$ cat src/rtl/uart_boot_pkg.sv
// Shared constants and types for the UART boot loader: UART register map,
// status words returned to the host, and the loader state encoding.
package uart_boot_pkg;

    localparam logic [63:0] UART_RX_COUNT = 64'd0;
    localparam logic [63:0] UART_RX_POP   = 64'd8;
    localparam logic [63:0] UART_TX_COUNT = 64'd16;
    localparam logic [63:0] UART_TX_DATA  = 64'd24;

    // "BOOT_OK\n" and "BOOT_ER\n", first character in the least significant byte
    localparam logic [63:0] BOOT_ACK_WORD = 64'h0A4B4F5F544F4F42;
    localparam logic [63:0] BOOT_NAK_WORD = 64'h0A52455F544F4F42;

    typedef enum logic [3:0] {
        ST_IDLE_WAIT,
        ST_POLL_HDR,
        ST_POP_HDR,
        ST_CHECK,
        ST_POLL_DATA,
        ST_POP_DATA,
        ST_MEM_WR,
        ST_SEND_STATUS,
        ST_DONE,
        ST_ERROR
    } loader_state_t;

endpackage

$ cat src/rtl/axil_interface_if.sv
// AXI4-Lite bundle with 64-bit address and data, plus the read-master and
// write-master views used by the boot loader.
interface axil_interface_if;

    logic [63:0] awaddr;
    logic        awvalid;
    logic        awready;
    logic [63:0] wdata;
    logic [7:0]  wstrb;
    logic        wvalid;
    logic        wready;
    logic [1:0]  bresp;
    logic        bvalid;
    logic        bready;
    logic [63:0] araddr;
    logic        arvalid;
    logic        arready;
    logic [63:0] rdata;
    logic [1:0]  rresp;
    logic        rvalid;
    logic        rready;

    modport rd_mst (output araddr, arvalid, rready, input arready, rdata, rresp, rvalid);
    modport wr_mst (output awaddr, awvalid, wdata, wstrb, wvalid, bready,
                    input awready, wready, bresp, bvalid);

endinterface

$ cat src/rtl/axil_single_write.sv
// One-shot AXI4-Lite write master: a start pulse launches AW and W together,
// each drops on its own handshake, and done pulses on the B handshake.
module axil_single_write (
    input  logic        clk,
    input  logic        rst_n,
    input  logic        start,
    input  logic [63:0] addr,
    input  logic [63:0] data,
    output logic [63:0] awaddr,
    output logic        awvalid,
    input  logic        awready,
    output logic [63:0] wdata,
    output logic [7:0]  wstrb,
    output logic        wvalid,
    input  logic        wready,
    input  logic        bvalid,
    output logic        bready,
    output logic        done
);

    logic busy;

    assign wstrb = 8'hFF;
    assign done  = bready && bvalid;

    // NOTE: reset is synchronous, so it lives inside the clocked block and drops every valid on the next edge.
    always_ff @(posedge clk) begin
        if (!rst_n) begin
            busy    <= 1'b0;
            awvalid <= 1'b0;
            wvalid  <= 1'b0;
            bready  <= 1'b0;
            awaddr  <= '0;
            wdata   <= '0;
        end else if (start && !busy) begin
            busy    <= 1'b1;
            awvalid <= 1'b1;
            wvalid  <= 1'b1;
            awaddr  <= addr;
            wdata   <= data;
        end else begin
            if (awvalid && awready) awvalid <= 1'b0;
            if (wvalid && wready) wvalid <= 1'b0;
            // Accept the response only once neither address nor data is still pending.
            if (busy && !bready && !(awvalid && !awready) && !(wvalid && !wready))
                bready <= 1'b1;
            if (bready && bvalid) begin
                bready <= 1'b0;
                busy   <= 1'b0;
            end
        end
    end

endmodule

$ cat src/rtl/uart_boot_loader.sv
// Loads a length-prefixed image from the UART RX FIFO into memory, holds the
// core in reset until the last word is written, then reports ACK/NAK on UART TX.
module uart_boot_loader
    import uart_boot_pkg::*;
#(
    parameter logic [63:0] BASE_ADDR       = 64'h0,
    parameter int          MAX_IMAGE_BYTES = 4096,
    parameter int          POLL_INTERVAL   = 64
) (
    input  logic                                clk,
    input  logic                                rst_n,
    axil_interface_if.rd_mst                    uart_rd,
    axil_interface_if.wr_mst                    uart_wr,
    axil_interface_if.wr_mst                    mem_wr,
    output logic                                core_rst_n,
    output logic                                done,
    output logic                                error,
    output logic [$clog2(MAX_IMAGE_BYTES/8):0]  words_loaded
);

    localparam int WCW = $clog2(MAX_IMAGE_BYTES/8) + 1;
    localparam int PCW = $clog2(POLL_INTERVAL + 1);

    loader_state_t  state;
    logic           data_phase;
    logic           rd_valid;
    logic           rd_ready;
    logic [63:0]    rd_addr;
    logic [63:0]    image_len;
    logic [63:0]    word;
    logic [63:0]    addr;
    logic [WCW-1:0] words_remaining;
    logic [PCW-1:0] wait_cnt;
    logic           wr_issued;
    logic           ack;
    logic           rd_idle, rd_fire;
    logic           mem_start, mem_done, tx_start, tx_done;
    logic           unused;

    assign uart_rd.araddr  = rd_addr;
    assign uart_rd.arvalid = rd_valid;
    assign uart_rd.rready  = rd_ready;
    assign rd_idle   = !rd_valid && !rd_ready;
    assign rd_fire   = rd_ready && uart_rd.rvalid;
    assign mem_start = (state == ST_MEM_WR) && !wr_issued;
    assign tx_start  = (state == ST_SEND_STATUS) && !wr_issued;
    assign unused    = ^{uart_rd.rresp, uart_wr.bresp, mem_wr.bresp};

    axil_single_write u_mem_wr (
        .clk(clk), .rst_n(rst_n), .start(mem_start), .addr(addr), .data(word),
        .awaddr(mem_wr.awaddr), .awvalid(mem_wr.awvalid), .awready(mem_wr.awready),
        .wdata(mem_wr.wdata), .wstrb(mem_wr.wstrb), .wvalid(mem_wr.wvalid),
        .wready(mem_wr.wready), .bvalid(mem_wr.bvalid), .bready(mem_wr.bready),
        .done(mem_done)
    );

    axil_single_write u_tx_wr (
        .clk(clk), .rst_n(rst_n), .start(tx_start), .addr(UART_TX_DATA),
        .data(ack ? BOOT_ACK_WORD : BOOT_NAK_WORD),
        .awaddr(uart_wr.awaddr), .awvalid(uart_wr.awvalid), .awready(uart_wr.awready),
        .wdata(uart_wr.wdata), .wstrb(uart_wr.wstrb), .wvalid(uart_wr.wvalid),
        .wready(uart_wr.wready), .bvalid(uart_wr.bvalid), .bready(uart_wr.bready),
        .done(tx_done)
    );

    // NOTE: one clocked block with <= only; where two statements touch the same register the later one wins.
    always_ff @(posedge clk) begin
        if (!rst_n) begin
            state           <= ST_POLL_HDR;
            data_phase      <= 1'b0;
            rd_valid        <= 1'b0;
            rd_ready        <= 1'b0;
            rd_addr         <= '0;
            image_len       <= '0;
            word            <= '0;
            addr            <= BASE_ADDR;
            words_remaining <= '0;
            wait_cnt        <= '0;
            wr_issued       <= 1'b0;
            ack             <= 1'b0;
            core_rst_n      <= 1'b0;
            done            <= 1'b0;
            error           <= 1'b0;
            words_loaded    <= '0;
        end else begin
            if (mem_start || tx_start) wr_issued <= 1'b1;
            if (rd_valid && uart_rd.arready) begin
                rd_valid <= 1'b0;
                rd_ready <= 1'b1;
            end
            if (rd_fire) rd_ready <= 1'b0;

            unique case (state)
                ST_IDLE_WAIT: begin
                    if (wait_cnt == '0) state <= data_phase ? ST_POLL_DATA : ST_POLL_HDR;
                    else wait_cnt <= wait_cnt - 1'b1;
                end
                ST_POLL_HDR, ST_POLL_DATA: begin
                    if (rd_idle) begin
                        rd_valid <= 1'b1;
                        rd_addr  <= UART_RX_COUNT;
                    end
                    if (rd_fire) begin
                        if (uart_rd.rdata >= 64'd8) begin
                            state <= (state == ST_POLL_HDR) ? ST_POP_HDR : ST_POP_DATA;
                        end else begin
                            state    <= ST_IDLE_WAIT;
                            wait_cnt <= PCW'(POLL_INTERVAL - 1);
                        end
                    end
                end
                ST_POP_HDR, ST_POP_DATA: begin
                    if (rd_idle) begin
                        rd_valid <= 1'b1;
                        rd_addr  <= UART_RX_POP;
                    end
                    if (rd_fire) begin
                        if (state == ST_POP_HDR) begin
                            image_len <= uart_rd.rdata;
                            state     <= ST_CHECK;
                        end else begin
                            word  <= uart_rd.rdata;
                            state <= ST_MEM_WR;
                        end
                    end
                end
                ST_CHECK: begin
                    if (image_len != '0 && image_len[2:0] == 3'b000 &&
                        image_len <= 64'(MAX_IMAGE_BYTES)) begin
                        words_remaining <= image_len[WCW+2:3];
                        addr            <= BASE_ADDR;
                        data_phase      <= 1'b1;
                        state           <= ST_POLL_DATA;
                    end else begin
                        ack   <= 1'b0;
                        state <= ST_SEND_STATUS;
                    end
                end
                ST_MEM_WR: begin
                    if (mem_done) begin
                        wr_issued       <= 1'b0;
                        addr            <= addr + 64'd8;
                        words_loaded    <= words_loaded + WCW'(1);
                        words_remaining <= words_remaining - WCW'(1);
                        if (words_remaining == WCW'(1)) begin
                            ack   <= 1'b1;
                            state <= ST_SEND_STATUS;
                        end else begin
                            state <= ST_POLL_DATA;
                        end
                    end
                end
                ST_SEND_STATUS: begin
                    if (tx_done) begin
                        wr_issued <= 1'b0;
                        if (ack) begin
                            state      <= ST_DONE;
                            done       <= 1'b1;
                            core_rst_n <= 1'b1;
                        end else begin
                            state <= ST_ERROR;
                            error <= 1'b1;
                        end
                    end
                end
                ST_DONE, ST_ERROR: ;
                default: state <= ST_POLL_HDR;
            endcase
        end
    end

endmodule

$ cat src/flat_wrapper.sv
// flat-port wrapper written by rule: the top's interface ports become plain ports
module uart_boot_loader_flat import uart_boot_pkg::*;
#(
    parameter logic [63:0] BASE_ADDR       = 64'h0,
    parameter int          MAX_IMAGE_BYTES = 4096,
    parameter int          POLL_INTERVAL   = 64
)
  (clk, rst_n, core_rst_n, done, error, words_loaded, uart_rd_araddr, uart_rd_arvalid, uart_rd_rready, uart_rd_arready, uart_rd_rdata, uart_rd_rresp, uart_rd_rvalid, uart_wr_awaddr, uart_wr_awvalid, uart_wr_wdata, uart_wr_wstrb, uart_wr_wvalid, uart_wr_bready, uart_wr_awready, uart_wr_wready, uart_wr_bresp, uart_wr_bvalid, mem_wr_awaddr, mem_wr_awvalid, mem_wr_wdata, mem_wr_wstrb, mem_wr_wvalid, mem_wr_bready, mem_wr_awready, mem_wr_wready, mem_wr_bresp, mem_wr_bvalid);
  axil_interface_if uart_rd_i ();
  axil_interface_if uart_wr_i ();
  axil_interface_if mem_wr_i ();
  input  logic clk;
  input  logic rst_n;
  output logic core_rst_n;
  output logic done;
  output logic error;
  output logic [$clog2(MAX_IMAGE_BYTES/8):0] words_loaded;
  output wire logic [$bits(uart_rd_i.araddr)-1:0] uart_rd_araddr;
  output wire logic [$bits(uart_rd_i.arvalid)-1:0] uart_rd_arvalid;
  output wire logic [$bits(uart_rd_i.rready)-1:0] uart_rd_rready;
  input wire logic [$bits(uart_rd_i.arready)-1:0] uart_rd_arready;
  input wire logic [$bits(uart_rd_i.rdata)-1:0] uart_rd_rdata;
  input wire logic [$bits(uart_rd_i.rresp)-1:0] uart_rd_rresp;
  input wire logic [$bits(uart_rd_i.rvalid)-1:0] uart_rd_rvalid;
  output wire logic [$bits(uart_wr_i.awaddr)-1:0] uart_wr_awaddr;
  output wire logic [$bits(uart_wr_i.awvalid)-1:0] uart_wr_awvalid;
  output wire logic [$bits(uart_wr_i.wdata)-1:0] uart_wr_wdata;
  output wire logic [$bits(uart_wr_i.wstrb)-1:0] uart_wr_wstrb;
  output wire logic [$bits(uart_wr_i.wvalid)-1:0] uart_wr_wvalid;
  output wire logic [$bits(uart_wr_i.bready)-1:0] uart_wr_bready;
  input wire logic [$bits(uart_wr_i.awready)-1:0] uart_wr_awready;
  input wire logic [$bits(uart_wr_i.wready)-1:0] uart_wr_wready;
  input wire logic [$bits(uart_wr_i.bresp)-1:0] uart_wr_bresp;
  input wire logic [$bits(uart_wr_i.bvalid)-1:0] uart_wr_bvalid;
  output wire logic [$bits(mem_wr_i.awaddr)-1:0] mem_wr_awaddr;
  output wire logic [$bits(mem_wr_i.awvalid)-1:0] mem_wr_awvalid;
  output wire logic [$bits(mem_wr_i.wdata)-1:0] mem_wr_wdata;
  output wire logic [$bits(mem_wr_i.wstrb)-1:0] mem_wr_wstrb;
  output wire logic [$bits(mem_wr_i.wvalid)-1:0] mem_wr_wvalid;
  output wire logic [$bits(mem_wr_i.bready)-1:0] mem_wr_bready;
  input wire logic [$bits(mem_wr_i.awready)-1:0] mem_wr_awready;
  input wire logic [$bits(mem_wr_i.wready)-1:0] mem_wr_wready;
  input wire logic [$bits(mem_wr_i.bresp)-1:0] mem_wr_bresp;
  input wire logic [$bits(mem_wr_i.bvalid)-1:0] mem_wr_bvalid;
  assign uart_rd_araddr = uart_rd_i.araddr;
  assign uart_rd_arvalid = uart_rd_i.arvalid;
  assign uart_rd_rready = uart_rd_i.rready;
  assign uart_rd_i.arready = uart_rd_arready;
  assign uart_rd_i.rdata = uart_rd_rdata;
  assign uart_rd_i.rresp = uart_rd_rresp;
  assign uart_rd_i.rvalid = uart_rd_rvalid;
  assign uart_wr_awaddr = uart_wr_i.awaddr;
  assign uart_wr_awvalid = uart_wr_i.awvalid;
  assign uart_wr_wdata = uart_wr_i.wdata;
  assign uart_wr_wstrb = uart_wr_i.wstrb;
  assign uart_wr_wvalid = uart_wr_i.wvalid;
  assign uart_wr_bready = uart_wr_i.bready;
  assign uart_wr_i.awready = uart_wr_awready;
  assign uart_wr_i.wready = uart_wr_wready;
  assign uart_wr_i.bresp = uart_wr_bresp;
  assign uart_wr_i.bvalid = uart_wr_bvalid;
  assign mem_wr_awaddr = mem_wr_i.awaddr;
  assign mem_wr_awvalid = mem_wr_i.awvalid;
  assign mem_wr_wdata = mem_wr_i.wdata;
  assign mem_wr_wstrb = mem_wr_i.wstrb;
  assign mem_wr_wvalid = mem_wr_i.wvalid;
  assign mem_wr_bready = mem_wr_i.bready;
  assign mem_wr_i.awready = mem_wr_awready;
  assign mem_wr_i.wready = mem_wr_wready;
  assign mem_wr_i.bresp = mem_wr_bresp;
  assign mem_wr_i.bvalid = mem_wr_bvalid;
  uart_boot_loader #(.BASE_ADDR(BASE_ADDR), .MAX_IMAGE_BYTES(MAX_IMAGE_BYTES), .POLL_INTERVAL(POLL_INTERVAL)) u_core (.clk(clk), .rst_n(rst_n), .uart_rd(uart_rd_i), .uart_wr(uart_wr_i), .mem_wr(mem_wr_i), .core_rst_n(core_rst_n), .done(done), .error(error), .words_loaded(words_loaded));
endmodule
$ cat config.mk
export PLATFORM = sky130hd
export DESIGN_NAME = uart_boot_loader_flat
export DESIGN_NICKNAME = d
export VERILOG_FILES = /design/src/rtl/uart_boot_pkg.sv /design/src/rtl/axil_interface_if.sv /design/src/rtl/axil_single_write.sv /design/src/rtl/uart_boot_loader.sv /design/src/flat_wrapper.sv
export SDC_FILE = /design/constraint.sdc
export NUM_CORES = 1
export LEC_CHECK = 0
export ABC_CLOCK_PERIOD_IN_PS = 2300
export CAP_MARGIN = 10
export CORE_MARGIN = 8
export CORE_UTILIZATION = 44
export DETAILED_ROUTE_END_ITERATION = 12
export GPL_TIMING_DRIVEN = 0
export PLACE_DENSITY_LB_ADDON = 0.3
export SLEW_MARGIN = 40
export SYNTH_ARGS = -nofsm -noshare
export SYNTH_HDL_FRONTEND = slang
export SYNTH_SLANG_ARGS = --single-unit
$ cat constraint.sdc
create_clock -name clk -period 2.3 [get_ports clk]
set_input_delay 0.345 -clock clk [delete_from_list [all_inputs] [get_ports clk]]
set_output_delay 0.345 -clock clk [all_outputs]
set_load 0.005 [all_outputs]
=== After elaboration in Yosys (flattened, before gate mapping) ===
Index checks and enable logic that the tools add are counted.

* Output and inout bits: 357
* Register bits: 495
* Logic and storage cells: 189
* Input port bits: 80

* $lt $le $gt $ge: 2
* Mux-type cells: 54
* Add/sub/neg operators: 4
* Reductions and logical operators: 74
* Eq/ne operators: 22
* Bitwise gates (word level): 6

{| class="wikitable"
|+ Operator list
! operator !! number
|-
| 64-bit two-way mux || 4
|-
| 64-bit case mux with 2 select lines || 2
|-
| 64-bit by 4-bit adder with 64-bit output, second input constant || 1
|-
| 64-bit by 4-bit >= comparator with 1-bit output, second input constant || 1
|-
| 64-bit by 13-bit <= comparator with 1-bit output, second input constant || 1
|-
| 64-bit nonzero test || 1
|-
| 53-bit two-way mux || 1
|-
| 4-bit case mux with 7 select lines || 1
|-
| 1-bit two-way mux || 26
|-
| 1-bit logical AND || 25
|-
| 4-bit two-way mux || 6
|-
| 2-bit nonzero test || 11
|-
| 7-bit two-way mux || 3
|-
| 10-bit two-way mux || 2
|-
| 10-bit case mux with 2 select lines || 1
|-
| 3-bit AND reduction || 6
|-
| 4-bit by 3-bit == test with 1-bit output, second input constant || 4
|-
| 2-bit by 1-bit inequality test with 1-bit output, second input constant || 8
|-
| 1-bit logical NOT || 15
|-
| 7-bit case mux with 2 select lines || 1
|-
| 10-bit by 1-bit adder with 10-bit output, second input constant || 1
|-
| 10-bit by 1-bit == test with 1-bit output, second input constant || 1
|-
| 10-bit by 1-bit subtractor with 10-bit output, second input constant || 1
|-
| 3-bit two-way mux || 3
|-
| other kinds (17) || 36
|}

=== Longest topological paths before layout ===
* Word-level depth: 7
* Gate-level depth with buffers: 8
* Depth with buffers taken out: 8

=== By module ===
Synthesis repeated with hierarchy kept, for this count alone.

* Cell total of the unflattened synthesis: 2557
* Area, all modules: 20855.0 um^2

{| class="wikitable"
|+ Modules (own cells, without submodules)
! module !! instances !! cells an instance !! area each (um^2) !! seq. area each (um^2)
|-
| uart_boot_loader || 1 || 1395 || 10870.4 || 4564.4
|-
| axil_single_write || 2 || 581 || 4992.3 || 2642.5
|}

=== Worst setup path after synthesis ===
No wires, ideal clock.

* Kind: flip-flop to flip-flop
* From: register u_core.addr[22]
* To: register u_core.addr[63]
* Data arrival time: 2132 ps
* Required time: 2230 ps
* Path slack: 99 ps
* Stages on the path, launching flop included: 8
* Buffers on the path: 1
* Library setup time: 70 ps
* Period minus slack after synthesis: 2201 ps
* Cell sequence: dfxtp_1 and4_4 and4_4 nand2_2 or4_1 buf_2 or4_1 a21oi_1

* Word-level cells in the longest chain between the ends: 3

{| class="wikitable"
|+ RTL lines
! what !! line !! RTL
|-
| from (decl) || uart_boot_loader.sv:31 || <nowiki>logic [63:0] addr;</nowiki>
|-
| from (signal assigned) || uart_boot_loader.sv:142 || <nowiki>addr <= addr + 64'd8;</nowiki>
|-
| 64-bit by 4-bit adder with 64-bit output || uart_boot_loader.sv:142 ||
|-
| 64-bit two-way mux || uart_boot_loader.sv:140 || <nowiki>if (mem_done) begin</nowiki>
|-
| 64-bit case mux with 2 select lines || uart_boot_loader.sv:93 || <nowiki>unique case (state)</nowiki>
|}

Every way passes these cells. The select of a mux whose other input is x is not followed.
A chain may end at the register's enable or synchronous reset.

=== Worst setup path in the final report ===
* From: register u_core.image_len[19]
* To: register u_core.addr[33]

* Word-level cells in the longest chain between the ends: 5
* Elaborated cells between the ends (all ways): 6
* Those cells by class: 1 x order compare; 1 x eq/ne; 4 x reduce/logical

{| class="wikitable"
|+ RTL lines
! what !! line !! RTL
|-
| from (decl) || uart_boot_loader.sv:29 || <nowiki>logic [63:0] image_len;</nowiki>
|-
| from (signal assigned) || uart_boot_loader.sv:119 || <nowiki>image_len <= uart_rd.rdata;</nowiki>
|-
| parallel branches: the longest is 2 deep, another holds 64-bit by 13-bit <= comparator with 1-bit output || n/a ||
|-
| 1-bit logical AND * || uart_boot_loader.sv:128 || <nowiki>if (image_len != '0 && image_len[2:0] == 3'b000 &&</nowiki>
|-
| 2-bit by 1-bit inequality test with 1-bit output (no source line) * || n/a ||
|-
| 3-bit AND reduction (no source line) * || n/a ||
|}

Mark *: on every way between the ends.

==> insert_results.sql <==
INSERT INTO impl_metrics (metric_group, metric, value, unit) VALUES
('die', 'dieArea', '42900', 'µm²'),
('drt', 'drcViolationCount', '0', ''),
('synthesis', 'synth_enable_flop_cells', '0', ''),
('layout', 'area_delta_synth_final', '45.0', '%'),
('global_routing', 'grt_overflow', '0', ''),
('power_and_ir_drop', 'cellLeakagePower', '8.48', 'nW'),
('synthesis', 'yosys_warnings', '0', ''),
('synthesis', 'synth_cells', '2054', ''),
('synthesis', 'synth.area.top_cells', 'sky130_fd_sc_hd__dfxtp_1 45%, sky130_fd_sc_hd__nand2_1 13%, sky130_fd_sc_hd__a21oi_1 11%', ''),
('drt', 'routed_via_density', '5.20', ''),
('outcome', 'failed_checks', 'setup timing', ''),
('clock_tree', 'worst_skew_pair.late_latency', '550', 'ps'),
('clock_tree', 'clockRootBuffer', 'sky130_fd_sc_hd__clkbuf_16', ''),
('critical_path', 'worst_ep_arrival_time', '2880', 'ps'),
('drt', 'first_iter_violations', '1131', ''),
('drt', 'detailedRoute.firstPassIterationCount', '8', ''),
('layout', 'fin_area', '23300', 'µm²'),
('die', 'ioPinCount', '437', ''),
('drt', 'routed_wire_length_per_instance', '17.8', 'µm'),
('global_routing', 'first_global_vias', '14800', ''),
('outcome', 'outcome', 'finished with violations', ''),
('placement', 'port_buffers', '254', ''),
('critical_path', 'path_max_fanout', '6', ''),
('clock_tree', 'cts-hold-fix-buffers', '0', ''),
('critical_path', 'worstSetupPathType', 'reg -> reg', ''),
('timing', 'timing.final.crit_share', '105', '%'),
('job', 'cap_violations', '0', ''),
('timing', 'hold_ws', '306', 'ps'),
('die', 'starting_density_of_the_core', '44.3', '%'),
('synthesis', 'synth.avg_cell_area', '7.82', 'µm²'),
('critical_path', 'cp_num_buf_inv', '3', ''),
('timing', 'maxSlewViolCount', '0', ''),
('critical_path', 'critical-path-max-stage-delay', '510', 'ps'),
('synthesis', 'synth_top_cell_area_share', '45.3', '%'),
('clock_tree', 'path_clk_slew', '60', 'ps'),
('clock_tree', 'inserted_clock_buffers', '40', ''),
('global_routing', 'number_of_antenna_violations_at_the_first_check_in_global_routing', '5', ''),
('global_routing', 'grt_start_max_net_pins', '32', ''),
('timing', 'tightest_slew', '791', 'ps'),
('synthesis', 'ys_ff_latch', '364', ''),
('drt', 'route.final.wire_length', '54.9', 'mm'),
('synthesis', 'synth_largest_area_cell', 'sky130_fd_sc_hd__dfxtp_1', ''),
('timing', 'setup_viol', '33', ''),
('clock_tree', 'cts.sinks', '364', ''),
('layout', 'nNetsFinal', '2674', ''),
('timing', 'report.final.hold_viol_count', '0', ''),
('critical_path', 'start_kind', 'flop', ''),
('critical_path', 'cp_startpoint', 'u_core.image_len[19]', ''),
('critical_path', 'critPathRequiredTime', '2770', 'ps'),
('hold_path', 'hold_start', 'rst_n', ''),
('synthesis', 'synth.distinct_cells', '62', ''),
('timing', 'tns', '-1370', 'ps'),
('layout', 'num_antenna_cells', '0', ''),
('clock_tree', 'tritoncts', 'yes', ''),
('drt', 'postRouteAntennaNets', '0', ''),
('placement', 'routabilityCongestion', '0.821', ''),
('global_routing', 'grt_pass1_wl', '80.5', 'mm'),
('power_and_ir_drop', 'peakVddDrop', '0.481', 'mV'),
('timing', 'crit_path_setup_slack_layout', '-110', 'ps'),
('critical_path', 'worst_r2r_startpoint', 'u_core.image_len[19]', ''),
('critical_path', 'critical_path.cell_chain', 'nor4_4, nand4_1, buf_6, nor3_4, buf_6, a21oi_4, clkbuf_16, or4_4, a21oi_2', ''),
('drt', 'num_vias', '16000', ''),
('critical_path', 'critPathTopFamily', 'simple AND/OR/NAND/NOR gates', ''),
('timing', 'finalWorstPathRequiredPeriod', '2410', 'ps'),
('synthesis', 'postSynth.topFlopCell', 'sky130_fd_sc_hd__dfxtp_1', ''),
('placement', 'detailed_place.area', '19900', 'µm²'),
('power_and_ir_drop', 'power-per-cell-area', '624', 'nW/µm²'),
('critical_path', 'crit_end_category', 'flop', ''),
('die', 'fp.dieW', '207', 'µm'),
('die', 'rows', '70', ''),
('critical_path', 'timing.critical_path.mode_cell', 'sky130_fd_sc_hd__buf_6', '');
power by group:
group          total [mW]  switching (mW)  internal (mW)
logic                1.72           0.876          0.847
registers            6.42          0.0831           6.34
clock network        6.39            2.61           3.79
total                14.5            3.57           11.0
path summary, 6_finish.rpt:
check | end | depth (start not counted)
worst min register to register | u_core.u_mem_wr.wdata[59] | 2
worst min-delay path | u_core.words_remaining[5] | 3
worst max-delay path | u_core.addr[33] | 9
worst max register to register | u_core.addr[33] | 9
registers in the layout, indices dropped and copies added, names as in the netlist, 3 cells and up:
name,count
u_core.image_len,64
u_core.u_mem_wr.wdata,64
u_core.word,64
u_core.addr,61
u_core.u_mem_wr.awaddr,61
u_core.words_loaded,10
u_core.words_remaining,10
u_core.wait_cnt,7
u_core.state,4
u_core.u_tx_wr.wdata,3
cells in the mapped netlist (8+ instances only):
master,number
sky130_fd_sc_hd__and4_1,12
sky130_fd_sc_hd__nand4_1,30
sky130_fd_sc_hd__clkbuf_1,114
sky130_fd_sc_hd__and3_1,8
sky130_fd_sc_hd__nand2b_1,8
sky130_fd_sc_hd__a21oi_1,347
sky130_fd_sc_hd__o21ai_0,24
sky130_fd_sc_hd__nand2_1,567
sky130_fd_sc_hd__nor2_1,62
sky130_fd_sc_hd__nand3_1,31
sky130_fd_sc_hd__nor4_1,34
sky130_fd_sc_hd__dfxtp_1,364
sky130_fd_sc_hd__or3_1,21
sky130_fd_sc_hd__or4_1,50
sky130_fd_sc_hd__nor3_1,13
sky130_fd_sc_hd__xnor2_1,8
sky130_fd_sc_hd__o31ai_1,45
sky130_fd_sc_hd__inv_1,17
sky130_fd_sc_hd__xor2_1,8
sky130_fd_sc_hd__buf_4,208
layout by cell type (no fill, tap or decap), types with 21 or more instances in the layout:
cell type | synthesis | routed
sky130_fd_sc_hd__nand3_1 | 31 | 28
sky130_fd_sc_hd__conb_1 | 2 | 175
sky130_fd_sc_hd__a21oi_2 | 1 | 33
sky130_fd_sc_hd__dfxtp_4 | 0 | 29
sky130_fd_sc_hd__dfxtp_2 | 0 | 22
sky130_fd_sc_hd__clkbuf_16 | 0 | 44
sky130_fd_sc_hd__nor2_1 | 62 | 59
sky130_fd_sc_hd__clkbuf_1 | 114 | 84
sky130_fd_sc_hd__a21oi_1 | 347 | 314
sky130_fd_sc_hd__nand2_1 | 567 | 564
sky130_fd_sc_hd__or4_4 | 0 | 33
sky130_fd_sc_hd__o31ai_4 | 0 | 31
sky130_fd_sc_hd__o21ai_0 | 24 | 21
sky130_fd_sc_hd__nand4_1 | 30 | 30
sky130_fd_sc_hd__dfxtp_1 | 364 | 313
sky130_fd_sc_hd__clkdlybuf4s50_1 | 0 | 254
sky130_fd_sc_hd__buf_4 | 208 | 259
worst min-delay path: stages:
cell                       delay [ps]
sky130_fd_sc_hd__clkbuf_1         250
sky130_fd_sc_hd__o21ai_0          160
sky130_fd_sc_hd__nor2_1            50
stage by stage:
| step | power [mW] | worst slack, ps | cells |
|---|---|---|---|
| 3_3_place_gp | 8.00 | -2010 | 2949 |
| 3_5_place_dp | 8.03 | -1090 | 2953 |
| 6_report | 14.5 | -110 | 3083 |
| 2_1_floorplan | 7.47 | 98.6 | 2227 |
| 4_1_cts | 14.5 | -69.0 | 3038 |
| 5_1_grt | 15.0 | -154 | 3083 |
final cells by class:
class / count / area, µm² / area share, %
buffer: 329 / 2240 / 9.61
inverter: 17 / 63.8 / 0.274
timing repair buffer: 322 / 3180 / 13.7
multi-input combinational: 1514 / 8510 / 36.5
sequential: 364 / 7420 / 31.8
clock buffer: 57 / 1130 / 4.87
clock inverter: 12 / 168 / 0.719
tap: 468 / 586 / 2.51
timing repair:
action                                  4_1_cts  5_1_grt
pin swaps                                    35      122
resized for setup                           135      297
setup buffers                                15       40
endpoints found under the setup margin      290      245
cloned                                        5        6
metal layers:
metal  track usage [%]  vias to the layer above  part of all wire, %
li1                  -                     7716                    -
met4              7.42                       10                  3.9
met1              25.8                     7476                   37
met3              5.01                      180                  7.2
met5                 0                        -                 0.13
met2              41.1                      660                   51
cells by family (layout without fill, tap and decap cells):
logic type               count (synthesis)  count (layout)  synth area share (%)
XOR/XNOR                                16              16                 0.872
AND/OR/NAND/NOR                        861             861                  24.4
other                                    2             175                0.0467
adder cells (fa/ha/maj)                  6               6                 0.467
AO/OA/AOI/OAI                          450             452                  15.5
multiplexers                             4               4                 0.257
flip-flops                             364             364                  45.3
buffers and inverters                  351             737                  13.1
No activity file was read; power rests on OpenSTA's default activity.
